--- src/rtl/cam_sender.sv ---
// DVP camera sender: generates VSYNC/HREF framing and streams upstream bytes onto D0-D7.
// Optional CAM_SENDER_TESTPAT_EN adds an x^y test pattern selected by tp_sel.
module cam_sender #(
  parameter int H_ACTIVE    = 640,
  parameter int H_BLANK     = 144,
  parameter int V_ACTIVE    = 480,
  parameter int VSYNC_LINES = 3,
  parameter int VBP_LINES   = 17,
  parameter int VFP_LINES   = 10
) (
  input  logic        pclk,
  input  logic        rst_n,
  input  logic        start,
  input  logic        stop,
  input  logic [7:0]  in_data,
  input  logic        in_valid,
  output logic        in_ready,
  input  logic        tp_sel,
  output logic        vsync,
  output logic        href,
  output logic [7:0]  dout,
  output logic [31:0] frame_cnt,
  output logic        underflow
);

  typedef enum logic [2:0] {
    S_IDLE, S_VSYNC, S_VBP, S_ACTIVE, S_VFP
  } state_t;

  localparam logic [10:0] H_LAST = 11'(H_BLANK + H_ACTIVE - 1);
  localparam logic [10:0] H_BLK  = 11'(H_BLANK);

  state_t      state_q, state_d;
  logic [10:0] hcnt_q, hcnt_d;
  logic [9:0]  vcnt_q, vcnt_d;
  logic [31:0] frame_cnt_q, frame_cnt_d;
  logic        stop_pend_q, stop_pend_d;
  logic        underflow_q, underflow_d;
  logic        vsync_q, vsync_d;
  logic        href_q, href_d;
  logic [7:0]  dout_q, dout_d;
  logic        tp_on;

  function automatic logic [9:0] last_line(input state_t s);
    case (s)
      S_VSYNC:  last_line = 10'(VSYNC_LINES - 1);
      S_VBP:    last_line = 10'(VBP_LINES - 1);
      S_ACTIVE: last_line = 10'(V_ACTIVE - 1);
      S_VFP:    last_line = 10'(VFP_LINES - 1);
      default:  last_line = 10'd0;
    endcase
  endfunction

`ifdef CAM_SENDER_TESTPAT_EN
  assign tp_on = tp_sel;
`else
  logic unused_tp_sel;
  assign unused_tp_sel = tp_sel;
  assign tp_on         = 1'b0;
`endif

  always_comb begin
    state_d     = state_q;
    hcnt_d      = hcnt_q;
    vcnt_d      = vcnt_q;
    frame_cnt_d = frame_cnt_q;
    stop_pend_d = stop_pend_q | stop;
    if (state_q == S_IDLE) begin
      if (start) begin
        state_d = S_VSYNC;
        hcnt_d  = 11'd0;
        vcnt_d  = 10'd0;
      end
    end else if (hcnt_q == H_LAST) begin
      hcnt_d = 11'd0;
      if (vcnt_q == last_line(state_q)) begin
        vcnt_d = 10'd0;
        case (state_q)
          S_VSYNC:  state_d = S_VBP;
          S_VBP:    state_d = S_ACTIVE;
          S_ACTIVE: state_d = S_VFP;
          default: begin
            frame_cnt_d = frame_cnt_q + 32'd1;
            if (stop_pend_q) begin
              state_d     = S_IDLE;
              stop_pend_d = stop;
            end else begin
              state_d = S_VSYNC;
            end
          end
        endcase
      end else begin
        vcnt_d = vcnt_q + 10'd1;
      end
    end else begin
      hcnt_d = hcnt_q + 11'd1;
    end
  end

  // Outputs are registered from next-state values so they line up with state_q.
  always_comb begin
    vsync_d     = (state_d == S_VSYNC);
    href_d      = (state_d == S_ACTIVE) && (hcnt_d >= H_BLK);
    in_ready    = href_d & ~tp_on;
    dout_d      = 8'h00;
    underflow_d = underflow_q;
    if (href_d) begin
      if (tp_on) begin
        dout_d = 8'(hcnt_d - H_BLK) ^ vcnt_d[7:0];
      end else if (in_valid) begin
        dout_d = in_data;
      end else begin
        underflow_d = 1'b1;
      end
    end
  end

  always_ff @(posedge pclk or negedge rst_n) begin
    if (!rst_n) begin
      state_q     <= S_IDLE;
      hcnt_q      <= 11'd0;
      vcnt_q      <= 10'd0;
      frame_cnt_q <= 32'd0;
      stop_pend_q <= 1'b0;
      underflow_q <= 1'b0;
      vsync_q     <= 1'b0;
      href_q      <= 1'b0;
      dout_q      <= 8'h00;
    end else begin
      state_q     <= state_d;
      hcnt_q      <= hcnt_d;
      vcnt_q      <= vcnt_d;
      frame_cnt_q <= frame_cnt_d;
      stop_pend_q <= stop_pend_d;
      underflow_q <= underflow_d;
      vsync_q     <= vsync_d;
      href_q      <= href_d;
      dout_q      <= dout_d;
    end
  end

  assign vsync     = vsync_q;
  assign href      = href_q;
  assign dout      = dout_q;
  assign frame_cnt = frame_cnt_q;
  assign underflow = underflow_q;

endmodule

--- config.mk ---
export PLATFORM = sky130hd
export DESIGN_NAME = cam_sender
export DESIGN_NICKNAME = d
export VERILOG_FILES = /design/src/rtl/cam_sender.sv
export SDC_FILE = /design/constraint.sdc
export NUM_CORES = 1
export LEC_CHECK = 0
export BUFFER_PORTS_ARGS = -buffer_cell sky130_fd_sc_hd__buf_2
export CORE_UTILIZATION = 56
export DETAILED_ROUTE_END_ITERATION = 7
export GPL_TIMING_DRIVEN = 1
export PLACE_DENSITY = 0.8
export SYNTH_ARGS = -nofsm -noshare
export SYNTH_HDL_FRONTEND = slang
export SYNTH_SLANG_ARGS = --single-unit
--- constraint.sdc ---
create_clock -name pclk -period 3.2 [get_ports pclk]
set_input_delay 0.48 -clock pclk [delete_from_list [all_inputs] [get_ports pclk]]
set_output_delay 0.48 -clock pclk [all_outputs]
set_load 0.01 [all_outputs]
==> results.txt <==
The flow ran to the end, and the final reports show no timing, DRC or antenna violations. The most critical setup path has its startpoint at state_q[2]. The die footprint came out at between 6000 and 7000 um2. Yosys printed 0 warnings. The internal power component is ~1.5 mW. The worst-case IR drop observed on VDD is 0.4323 mV.

The top layer reached by signal wires is met4. The share of post-route cells with drive strength above 1 came out at 0.2871. The routed layout has ~2,800 vias. The mean area per synthesized cell came out at 10.37 um2. The cell type of the slowest stage on the worst timing path is dfrtp_2. The maximum buffer depth of the clock tree came out at 2. The startpoint of the lowest-slack register-to-register path is vcnt_q[7].

Synthesis produced a netlist with a net count of 340. The cell area after placement came out at 3754 um2. The post-route standard cell area excluding fillers is roughly 4200 um2.

The worst slew margin relative to its limit is 0.5658. The worst clock skew came out at 0.007390 ns. STA classifies the critical path startpoint as a flop. Dividing the detail-routed via count by the number of cells gives between 5 and 6. The leakage component of the power is ~2.0 nW.

The number of buffers inserted during clock tree synthesis came out at 9. Setup violations remaining at the end of the flow were counted as 0. Clock tree synthesis selected as its root buffer the cell clkbuf_8. Relative to the synthesized area, the layout overhead comes to 25.70%. On the final layout, the worst hold slack is between 0.03 and 0.04 ns. The number of antenna repair diodes is 0.

The largest driver fanout on the critical path came out at 8. The final estimated routing congestion in global placement came out at roughly 0.88. The row count is 27. The largest total area in the synthesized netlist belongs to dfrtp_1. The critical path endpoint category is a primary output. The share of power burned in the clock network came out at 0.513. The top cell type's share of synthesized area came out at 0.5080. Buffers placed on the I/O ports in this run total between 50 and 60. TritonCTS built the clock tree. The share of total power dissipated in combinational logic is 0.014.

After detailed routing, the number of remaining DRC violations is 0. The final hold violation count came out at 0. The post-layout minimum cycle time is roughly 3.1 ns. The count of max-cap constraint violations is 0. The area of the mapped netlist came out at about 3300 um2.

The area used by multi-input combinational logic came out at between 1500 and 2000 um2. The length of the first detailed-routing pass in iterations is 4. The classification of the worst-slack hold path is in -> async. The global-route total usage across every layer is 0.2609. The portion of the post-synthesis area used by sequential elements is 0.5080. The met2 wirelength from detailed routing came out at between 3000 and 4000 um.

The total length of routed met3 wires is 339 um. The number of synthesized register bits is 68. The initial utilization of the core area, before any placement, comes to 0.5937.

The global route total overflow came out at 0. The part of the total power dissipated in sequential elements is 0.472. For this run, the post-layout net count is 417. The initial DRC count is about 180.

The floorplan step set the die height to 79.34 um. The number of ports placed on the die boundary came out at 58. The number of global-route vias before repair was ~2,800. The floorplan step set the die width to approximately 80 um.

The core area is between 5000 and 6000 um2. For this block, the routed nets add up to about 7800 um of wire. The post-detailed-route wirelength per cell came out at 16.32 um. The switching power summed over all nets is around 0.36 mW. The count of H-tree levels built during CTS came out at 3. The final max-slew violation count is 0. The setup path with the least slack is of type reg -> out. The clock reaches the later pin of the worst-skew pair after between 0.3 and 0.4 ns. The leading register cell type out of synthesis is dfrtp_1. The transition time at the pin with the least slew margin came out at about 0.65 ns. The total clock sinks is 68. Counting flops with an async set or reset pin after synthesis yields a share of 1.000. At the worst endpoint, the arrival time is approximately 2.6 ns. The post-route clock period utilization came out at 0.9731. The post-route met1 wirelength came out at about 3400 um. Entering global routing, the biggest net connects between 50 and 60 pins. The post-synthesis cell count came out at 323. The largest single stage delay on the critical path is roughly 0.47 ns. Ranked by total cell area, the synthesized netlist is headed by dfrtp_1, xnor2_1, nand2_1, xor2_1, o21ai_0. The initial antenna violation count is 0. The data required time of the critical path came out at between 2 and 3 ns. The clock-pin slew reported for the worst setup and hold paths after clock tree synthesis came out at roughly 0.07 ns. The number of distinct library cells after synthesis came out at 56.

The net switching share of the total power came out at 0.1975. The number of synthesized flops with an enable pin came out at 0. The maximum clock frequency is around 320 MHz. The first global-routing pass estimated 12,490 um of wire. The number of hold buffers added after cts is 0. Power spread over the standard cell area amounts to roughly 430 nW/um2. The detailed placement HPWL is about 5000 um.

The final-layout fill cell count is around 370. The signal on the critical path passes through and2b_1 > a22oi_2 > o221a_4 > nor3_4 > buf_12 > buf_4 > o211a_1 > a211oi_2 > buf_2. In this run the remaining antenna-violating nets after routing total 0.

The summed negative setup slack over all endpoints came out at 0 ns. Summing all flip-flop and latch instances after layout gives about 1700 um2.
## sequential cells by signal (all words and copies together) (netlist names)
signal,count
underflow,1
hcnt_q,11
vcnt_q,10
dout,8
vsync,1
state_q,3
frame_cnt,32
stop_pend_q,1
href,1
## routing by layer
metal,up-vias,track usage
li1,1313,-
met1,1381,0.3275
met2,88,0.4302
met3,21,0.04943
met4,0,0.1309
met5,-,0
## final cells by class
cell class,count,area share
Clock inverter,6,0.03239
Inverter,10,0.008915
Multi-Input combinational cell,237,0.3982
Sequential cell,68,0.4051
Timing Repair Buffer,74,0.1046
Tap cell,72,0.02140
Clock buffer,9,0.02942
## worst paths after layout
path | endpoint | slack, ns | depth (start not counted)
max | in_ready | 0.09 | 9
min | hcnt_q[2] | 0.03 | 1
max reg2reg | frame_cnt[24] | 0.35 | 8
min reg2reg | underflow | 0.46 | 1
max in group asynchronous | state_q[0] | 2.16 | 2
min in group pclk | dout[3] | 0.33 | 2
## power by group through the flow
stage	Combinational [mW]	Sequential, mW	Clock, mW
floorplan	0.00127	0.877	0
global placement	0.0270	0.877	0
detailed placement	0.0276	0.876	0
CTS	0.0276	0.860	0.942
global route	0.0312	0.859	0.981
finish	0.0264	0.860	0.934
## cell usage after synthesis (2+ instances only)
cell type / number
or3_1: 3
o31ai_1: 2
dfrtp_1: 68
and3_1: 16
o21ai_0: 24
nand2b_1: 4
nor3b_1: 2
a21o_1: 3
a32o_1: 2
xor2_1: 14
nor2_1: 16
inv_1: 10
ha_1: 3
a21oi_1: 3
nand2_1: 37
clkbuf_1: 5
a31oi_1: 4
o211ai_1: 2
nand3_1: 12
o21bai_1: 2
nand4_1: 10
or4_1: 3
buf_2: 3
and2_1: 11
and4_1: 3
mux2i_1: 4
xnor2_1: 21
nor3_1: 8
## per-stage QoR
step | instances | power [mW] | setup slack [ns] | util
finish | 476 | 1.820 | 0.08617 | 0.7463
global route | 476 | 1.872 | -0.03398 | 0.7463
CTS | 469 | 1.830 | 0.006345 | 0.7181
detailed placement | 452 | 0.9040 | 0.1699 | 0.6653
global placement | 452 | 0.9035 | 0.2554 | 0.6653
floorplan | 323 | 0.8784 | 0.4680 | -
## placed cells by master, fill, tap and decap left out, types with 4 or more instances in the layout
cell type,netlist,routed
inv_1,10,10
xnor2_1,21,21
nand3_1,12,11
nor2_1,16,16
xor2_1,14,14
o21ai_0,24,22
buf_2,3,56
and3_1,16,16
bufinv_16,0,4
nand2b_1,4,4
nand2_1,37,37
buf_4,0,16
dfrtp_1,68,65
clkbuf_8,0,9
and2_1,11,11
nor3_1,8,8
nand4_1,10,10
## worst max-delay path: cells and delay by family (launching register included)
family,cells,cell delay [ns]
compound gates,4,1.04
flops,1,0.47
buf+inv,3,0.45
simple gates,2,0.31
## cell families after synthesis
group / after synthesis / synth area share
muxes: 5 / 0.01532
buffers and inverters: 18 / 0.02129
DFF: 68 / 0.5080
adders and majority gates: 3 / 0.01121
xor gates and xnor gates: 35 / 0.09152
and+or+nand+nor: 140 / 0.2395
AOI/OAI and AO/OA: 54 / 0.1132
## repair_timing
item,4_1_cts,5_1_grt
resized for setup,4,17
cloned,0,0
setup buffers,2,7
pin swaps,2,4
setup endpoints to repair,1,1
Note: power is estimated with default switching activity, not from simulation.
